### src/rtl/shift_pkg.sv
// Shared types for the 2-bit shifter datapath: symbol width, symbol type and
// deserializer state encoding.
package shift_pkg;

  localparam int unsigned SYM_W = 2;

  typedef logic [SYM_W-1:0] sym_t;

  typedef enum logic {
    S_COLLECT,
    S_PARITY
  } deser_state_t;

endpackage

### src/rtl/shift_out_slot.sv
// Single-entry valid/ready holding register for an assembled word and its
// parity-error flag; can_load_o is high when a new word may be written this cycle.
module shift_out_slot #(
  parameter int unsigned WIDTH = 8
) (
  input  logic             clk,
  input  logic             rst_n,
  input  logic             load_i,
  input  logic [WIDTH-1:0] data_i,
  input  logic             perr_i,
  input  logic             ready_i,
  output logic             valid_o,
  output logic [WIDTH-1:0] data_o,
  output logic             perr_o,
  output logic             can_load_o
);

  logic             valid_q, valid_d;
  logic [WIDTH-1:0] data_q,  data_d;
  logic             perr_q,  perr_d;

  always_comb begin
    valid_d = valid_q;
    data_d  = data_q;
    perr_d  = perr_q;
    if (load_i) begin
      valid_d = 1'b1;
      data_d  = data_i;
      perr_d  = perr_i;
    end else if (ready_i) begin
      valid_d = 1'b0;
    end
  end

  always_ff @(posedge clk or negedge rst_n) begin
    if (!rst_n) begin
      valid_q <= 1'b0;
      data_q  <= '0;
      perr_q  <= 1'b0;
    end else begin
      valid_q <= valid_d;
      data_q  <= data_d;
      perr_q  <= perr_d;
    end
  end

  assign valid_o    = valid_q;
  assign data_o     = data_q;
  assign perr_o     = perr_q;
  assign can_load_o = !valid_q || ready_i;

endmodule

### src/rtl/shift_deserializer.sv
// Reassembles a stream of 2-bit symbols (MSB symbol first) into WIDTH-bit words.
// Optional per-frame parity symbol enabled by defining SHIFT_DESER_PARITY_EN.
module shift_deserializer
  import shift_pkg::*;
#(
  parameter int unsigned WIDTH = 8
) (
  input  logic             clk,
  input  logic             rst_n,
  input  logic             clr,
  input  logic [SYM_W-1:0] in_data,
  input  logic             in_valid,
  output logic             in_ready,
  output logic [WIDTH-1:0] out_data,
  output logic             out_valid,
  input  logic             out_ready,
  output logic             out_perr
);

  localparam int unsigned N     = WIDTH / SYM_W;
  localparam int unsigned CNT_W = (N > 1) ? $clog2(N) : 1;
  localparam logic [CNT_W-1:0] LAST = CNT_W'(N - 1);
`ifdef SHIFT_DESER_PARITY_EN
  localparam int unsigned ACC_W = WIDTH;
`else
  // Last data symbol goes straight into the slot, so only N-1 symbols are stored.
  localparam int unsigned ACC_W = WIDTH - SYM_W;
`endif

  deser_state_t     state_q, state_d;
  logic [CNT_W-1:0] cnt_q,   cnt_d;
  logic [ACC_W-1:0] acc_q,   acc_d;
`ifdef SHIFT_DESER_PARITY_EN
  sym_t             xor_q,   xor_d;
`endif

  sym_t             sym;
  logic             completing;
  logic             accept;
  logic             can_load;
  logic             load;
  logic [WIDTH-1:0] load_data;
  logic             load_perr;

  assign sym = in_data;

`ifdef SHIFT_DESER_PARITY_EN
  assign completing = (state_q == S_PARITY);
`else
  assign completing = (cnt_q == LAST);
`endif

  assign in_ready = !completing || can_load;
  assign accept   = in_valid && in_ready;

  always_comb begin
    state_d   = state_q;
    cnt_d     = cnt_q;
    acc_d     = acc_q;
    load      = 1'b0;
    load_perr = 1'b0;
`ifdef SHIFT_DESER_PARITY_EN
    xor_d     = xor_q;
    load_data = acc_q;
`else
    load_data = {acc_q, sym};
`endif
    if (clr) begin
      cnt_d   = '0;
      state_d = S_COLLECT;
`ifdef SHIFT_DESER_PARITY_EN
      xor_d   = '0;
`endif
    end else if (accept) begin
`ifdef SHIFT_DESER_PARITY_EN
      if (state_q == S_PARITY) begin
        load      = 1'b1;
        load_perr = (sym != xor_q);
        xor_d     = '0;
        state_d   = S_COLLECT;
      end else begin
        acc_d = ACC_W'({acc_q, sym});
        xor_d = xor_q ^ sym;
        if (cnt_q == LAST) begin
          cnt_d   = '0;
          state_d = S_PARITY;
        end else begin
          cnt_d = cnt_q + CNT_W'(1);
        end
      end
`else
      acc_d = ACC_W'({acc_q, sym});
      if (completing) begin
        load  = 1'b1;
        cnt_d = '0;
      end else begin
        cnt_d = cnt_q + CNT_W'(1);
      end
`endif
    end
  end

  always_ff @(posedge clk or negedge rst_n) begin
    if (!rst_n) begin
      state_q <= S_COLLECT;
      cnt_q   <= '0;
      acc_q   <= '0;
`ifdef SHIFT_DESER_PARITY_EN
      xor_q   <= '0;
`endif
    end else begin
      state_q <= state_d;
      cnt_q   <= cnt_d;
      acc_q   <= acc_d;
`ifdef SHIFT_DESER_PARITY_EN
      xor_q   <= xor_d;
`endif
    end
  end

  shift_out_slot #(
    .WIDTH(WIDTH)
  ) u_slot (
    .clk       (clk),
    .rst_n     (rst_n),
    .load_i    (load),
    .data_i    (load_data),
    .perr_i    (load_perr),
    .ready_i   (out_ready),
    .valid_o   (out_valid),
    .data_o    (out_data),
    .perr_o    (out_perr),
    .can_load_o(can_load)
  );

endmodule
### config.mk
export PLATFORM = sky130hd
export DESIGN_NAME = shift_deserializer
export DESIGN_NICKNAME = d
export VERILOG_FILES = /design/src/rtl/shift_pkg.sv /design/src/rtl/shift_out_slot.sv /design/src/rtl/shift_deserializer.sv
export SDC_FILE = /design/constraint.sdc
export NUM_CORES = 1
export LEC_CHECK = 0
export BUFFER_PORTS_ARGS = -buffer_cell sky130_fd_sc_hd__buf_2
export CAP_MARGIN = 20
export CELL_PAD_IN_SITES_DETAIL_PLACEMENT = 1
export CELL_PAD_IN_SITES_GLOBAL_PLACEMENT = 1
export CORE_MARGIN = 8
export CORE_UTILIZATION = 38
export DETAILED_ROUTE_END_ITERATION = 7
export GPL_TIMING_DRIVEN = 1
export PLACE_DENSITY = 0.76
export SETUP_SLACK_MARGIN = 0.1
export SLEW_MARGIN = 20
export SYNTH_ARGS = -nofsm -noshare
export SYNTH_HDL_FRONTEND = slang
export SYNTH_HIERARCHICAL = 1
export SYNTH_SLANG_ARGS = --single-unit
export TNS_END_PERCENT = 20
### constraint.sdc
create_clock -name clk -period 1.5 [get_ports clk]
set_input_delay 0.15 -clock clk [delete_from_list [all_inputs] [get_ports clk]]
set_output_delay 0.15 -clock clk [all_outputs]
set_load 0.02 [all_outputs]
==> impl_metrics.yaml, run 1 <==
outcome:
  run_status: "finished, final reports clean"
floorplanning:
  initial_core_util_pct: 40.8
  row_count: 16
  floorplan.die.height_um: 62.1
  number_of_top_level_design_ports: 18
  core_um2: 1980
  dieWidth_um: 62.1
  full_die_area_um2: 3860
yosys:
  postSynthNetCount: 58
  syn_area_um2: 808
  synthesis.area_per_instance_um2: 16.2
  count_of_synthesis_stage_warnings_from_yosys: 6
  synth_sequential_area_ratio_pct: 55.7
  yosys_register_bits: 18
  synthesis.instances: 50
  synthDistinctLibCells: 14
global_routing:
  number_of_global_route_vias_before_repair: 501
  grt_max_degree: 19
  grt_pass1_wl_um: 2550
  number_of_antenna_violations_at_the_first_check_in_global_routing: 0
  grt_overflow: 0
  grt_usage_pct: 8.29
drt:
  detail_route.vias_per_cell: 4.73
  num_vias: 487
  route.detailed.drc: 0
  drt_wl_total_um: 1600
  drt_first_iter_violations: 3
  dr.max_layer_used: "met4"
  drtAntennaViolNets: 0
  route.layer.met1.wl_um: 738
  routed_wire_length_per_instance_um: 15.5
  dr_wl_met3_um: 95
  first_pass_iters: 4
  met2RoutedLength_um: 748
setup_path:
  critical_path.endpoint_type: "flop"
  crit_path_max_fanout: 4
  cp_data_required_time_ns: 1.69
  sort_of_element_at_the_start_of_the_critical_path: "flop"
  cp.arrival_ns: 1.61
  setup.worst_path.class: "reg2reg"
min_path:
  hold_path.class: "in2reg"
finish:
  areaGrowthSynthToFinish_pct: 27.7
  post_layout_nonfiller_instances: 103
  highest_count_cells_in_the_layout_ignoring_fill_and_taps: "17 x sky130_fd_sc_hd__dfrtp_1, 17 x sky130_fd_sc_hd__buf_2, 15 x sky130_fd_sc_hd__mux2_4"
  antenna_cells_inserted: 0
  num-nets-final: 85
  post_route_cells_drive_above_1_share_pct: 64.5
cts:
  cts_sink_count: 18
  cts_made_buffers: 3
  worst_skew_pair.late_latency_ns: 0.29
  clock_tree.root_cell: "sky130_fd_sc_hd__clkbuf_4"
  htree_levels: 1
  clkSlewWorstSetupHoldPaths_ns: 0.10
  ctsLongestPathBuffers: 2
  cts_tree: "yes"
timing:
  finalSetupTns_ns: 0
  timing.final.max_slew_violations: 0
  setup_viol: 0
  finalHoldViolCount: 0
  layout_min_cycle_time_ns: 1.43
  fmax_ghz: 0.701
  fin_worst_skew_ns: 0.00140
  post-route-period-util_pct: 95.2
  grt_setup_unrepaired: "yes"
placed_design:
  numPlacedInstances: 94
  place_congestion: 0.674
  portBuffers: 17
  place_hpwl_um: 1080
job:
  max_cap_viol_count: 0
power:
  power_density_nw_per_um2: 1170
  power.static_leakage_uw: 0.000529
  worst_ir_drop_on_vdd_mv: 0.884
## cells in the mapped netlist, drive strengths merged
library cell   n  area (µm²)
mux2          15         225
and3b          1        8.76
nand2b         5        38.8
o21ai          2        10.0
buf            2        22.5
and4b          1        11.3
nand4b         1        8.76
nor2           1        3.75
nand3          1        5.00
and2           1        7.51
dfrtp         18         450
conb           1        3.75
ha             1        12.5
## cells by family (layout without fill, tap and decap cells)
kind of cell | count (synthesis) | after routing | synth area share, %
flops | 18 | 18 | 55.7
buf+inv | 2 | 27 | 2.79
fa+ha+maj | 1 | 1 | 1.55
other cells | 1 | 1 | 0.464
simple gates | 11 | 12 | 10.4
compound gates | 2 | 2 | 1.24
mux | 15 | 15 | 27.9
## sequential cells by signal, summed over array words and instances, names as in the netlist
name            flops
cnt_q               2
u_slot/valid_o      1
u_slot/data_o       8
acc_q               6
u_slot/perr_o       1
## what timing repair did
action,CTS,global route
hold endpoints to repair,18,0
setup endpoints to repair,15,15
buffers inserted,0,3
resized for setup,1,5
pin swaps,2,1
gates cloned,0,1
hold buffers,1,0
## worst max-delay path: stages (launching register included)
cell and delay, ns:
sky130_fd_sc_hd__dfrtp_1 0.43, sky130_fd_sc_hd__ha_4 0.19, sky130_fd_sc_hd__nand2b_4 0.08, sky130_fd_sc_hd__and3b_2 0.21, sky130_fd_sc_hd__buf_6 0.12, sky130_fd_sc_hd__mux2_4 0.29
## path summary, 6_finish.rpt
| check | startpoint | slack [ns] | end | cells after the start |
|---|---|---|---|---|
| max reg2reg | cnt_q[0] | 0.07 | acc_q[1] | 5 |
| min reg2reg | u_slot/data_o[1] | 0.52 | u_slot/data_o[1] | 1 |
| max | cnt_q[0] | 0.07 | acc_q[1] | 5 |
| min in group asynchronous | rst_n | 0.30 | u_slot/perr_o | 2 |
| min | in_data[0] | 0.10 | acc_q[0] | 2 |
| max in group asynchronous | rst_n | 0.89 | u_slot/valid_o | 2 |
## cell type report
type,instances,area [µm²]
clock buffers,4,36.3
well taps,27,33.8
flip-flops and latches,18,452
multi-input cells,31,370
fillers,197,950
repair buffers,23,140
## routing by layer
layer / up-vias / track usage (%)
li1: 228 / -
met1: 242 / 10.2
met2: 15 / 12.2
met3: 2 / 4.84
met4: 0 / 1.75
met5: - / 0
## metrics by stage
| stage | hold WS [ns] | cell area (µm²) | setup WS [ns] | total power, µW | util [%] |
|---|---|---|---|---|---|
| after floorplan | -0.146 | 812 | 0.0687 | 820 | - |
| after global placement | 0.0967 | 923 | 0.0400 | 904 | 46.6 |
| after detailed placement | 0.108 | 923 | -0.00867 | 915 | 46.6 |
| after CTS | 0.0895 | 972 | 0.0590 | 1220 | 49.1 |
| after global routing | 0.0868 | 1030 | 0.0328 | 1280 | 52.1 |
| final | 0.101 | 1030 | 0.0726 | 1210 | 52.1 |
## power by group
group | switching [µW] | total, µW | internal (µW)
Sequential | 55.3 | 627 | 571
Clock | 148 | 296 | 148
Combinational | 123 | 291 | 168
Power figures use the tool's default switching activity.
==> run 2: changes to the inputs <==
Settings changed: TNS_END_PERCENT 20 to default.
Clock period 1.5 ns to 1.3 ns, I/O delays scaled along.
==> run 2 against run 1 <==
The run now ends with setup timing left. Setup slack got worse by 0.16 ns. Critical path depth stayed put. Final cell count grew 0.97%. Design area grew 1.9%. Register-to-register slack worse by 0.16 ns. Sequential power is 15% higher. Largest power group unchanged. Highest routed layer unchanged.
==> impl_metrics.yaml, run 2 (synthesized netlist as in run 1, its figures left out) <==
finish:
  areaGrowthSynthToFinish_pct: 30.2
  antenna_cells_inserted: 0
  mostFrequentLayoutCell: "sky130_fd_sc_hd__dfrtp_1"
  post_route_cells_drive_above_1_share_pct: 64.9
  largest_register_ff_count: 8
  highest_count_cells_in_the_layout_ignoring_fill_and_taps: "17 x sky130_fd_sc_hd__dfrtp_1, 16 x sky130_fd_sc_hd__buf_2, 15 x sky130_fd_sc_hd__mux2_4"
  num-nets-final: 86
  post_layout_nonfiller_instances: 104
setup_path:
  cell_breakdown_of_the_critical_path: "ha_4 > nand2b_4 > and3b_2 > buf_6 > mux2_4"
  cp_data_required_time_ns: 1.49
  critical_path.endpoint_type: "flop"
  cp.arrival_ns: 1.58
  cp_slowest_cell: "sky130_fd_sc_hd__dfrtp_1"
  setup.worst_path.class: "reg2reg"
  sort_of_element_at_the_start_of_the_critical_path: "flop"
  highest_cell_delay_on_the_worst_timing_path_ns: 0.42
  crit_path_max_fanout: 3
cts:
  ctsLongestPathBuffers: 2
  clkSlewWorstSetupHoldPaths_ns: 0.10
  cts_tree: "yes"
  worst_skew_pair.late_latency_ns: 0.30
  cts_made_buffers: 3
  cts_sink_count: 18
  clock_tree.root_cell: "sky130_fd_sc_hd__clkbuf_4"
  htree_levels: 1
timing:
  final_critical_path_setup_slack_ns: -0.0920
  setup_viol: 16
  timing.final.max_slew_violations: 0
  layout_min_cycle_time_ns: 1.39
  grt_setup_unrepaired: "yes"
  post-route-period-util_pct: 107
  finalHoldViolCount: 0
  fmax_ghz: 0.718
  fin_worst_skew_ns: 0.00281
placed_design:
  place_hpwl_um: 1180
  numPlacedInstances: 97
  dpl_worst_slack_ns: -0.114
  portBuffers: 17
  place_congestion: 0.660
global_routing:
  number_of_global_route_vias_before_repair: 589
  global_route_track_usage_on_met1_pct: 10.6
  grt_pass1_wl_um: 2930
  grt_usage_pct: 9.74
  globalRouteMet2Util_pct: 14.5
  use_met3_pct: 5.20
  grt_overflow: 0
  grt_max_degree: 19
  number_of_antenna_violations_at_the_first_check_in_global_routing: 0
  gr-max-usage-layer: "met2"
job:
  max_cap_viol_count: 0
drt:
  drt_first_iter_violations: 11
  drt_wl_total_um: 1600
  first_pass_iters: 2
  routed_wire_length_per_instance_um: 15.4
  route.detailed.drc: 0
  detail_route.vias_per_cell: 4.72
  num_vias: 491
  drtAntennaViolNets: 0
floorplanning:
  full_die_area_um2: 3860
  dieWidth_um: 62.1
  initial_core_util_pct: 40.8
  core_um2: 1980
  number_of_top_level_design_ports: 18
  row_count: 16
  floorplan.die.height_um: 62.1
power:
  power.static_leakage_uw: 0.000542
  power_density_nw_per_um2: 1340
  worst_ir_drop_on_vdd_mv: 0.779
outcome:
  run_status: "finished with violations"
  failed_checks: "setup timing"
min_path:
  hold_path.class: "in2reg"
run 2: metal layers:
metal | up-vias | part of all wire [%]
li1 | 230 | -
met1 | 242 | 44
met2 | 15 | 47
met3 | 4 | 6.5
met4 | 0 | 3.0
met5 | - | 0
run 2: timing repair:
action | in CTS | in global routing
endpoints found under the hold margin | 18 | 0
setup endpoints to repair | 17 | 18
pin swaps | 1 | 3
hold buffers | 1 | 0
gates resized for setup | 7 | 2
setup buffers | 2 | 0
run 2: worst paths after layout:
kind | startpoint | end | slack [ns] | depth (start not counted)
worst max register to register | cnt_q[0] | acc_q[1] | -0.09 | 5
min in group asynchronous | rst_n | u_slot/perr_o | 0.27 | 2
worst max-delay path | cnt_q[0] | acc_q[1] | -0.09 | 5
max in group asynchronous | rst_n | u_slot/valid_o | 0.73 | 2
worst min-delay path | in_data[0] | u_slot/data_o[0] | 0.08 | 2
worst min register to register | u_slot/data_o[4] | u_slot/data_o[4] | 0.52 | 1
run 2: final cells by class:
cell class,instances,area [µm²]
Clock buffer,4,36.3
Fill cell,201,930
Multi-Input combinational cell,30,357
Sequential cell,18,452
Tap cell,27,33.8
Timing Repair Buffer,25,174
run 2: per-stage QoR:
step	power [µW]	utilization, %	instance area (µm²)	setup TNS, ns	hold WS, ns
global placement	1050	48.4	958	-0.934	0.0764
global route	1490	53.1	1050	-2.11	0.0657
detailed placement	1070	48.4	958	-1.51	0.0816
finish	1410	53.1	1050	-1.25	0.0844
CTS	1430	53.1	1050	-1.30	0.0751
floorplan	946	-	812	-1.17	-0.166
run 2: where the power goes:
group / internal (µW) / total (µW) / switching (µW)
Clock: 171 / 345 / 174
Combinational: 197 / 339 / 142
Sequential: 659 / 724 / 65.0
run 2: critical path, delay by kind of cell (launching register included):
family | cells | cell delay (ns)
and+or+nand+nor | 2 | 0.27
DFF | 1 | 0.42
muxes | 1 | 0.29
adders and majority gates | 1 | 0.18
buffers and inverters | 1 | 0.12
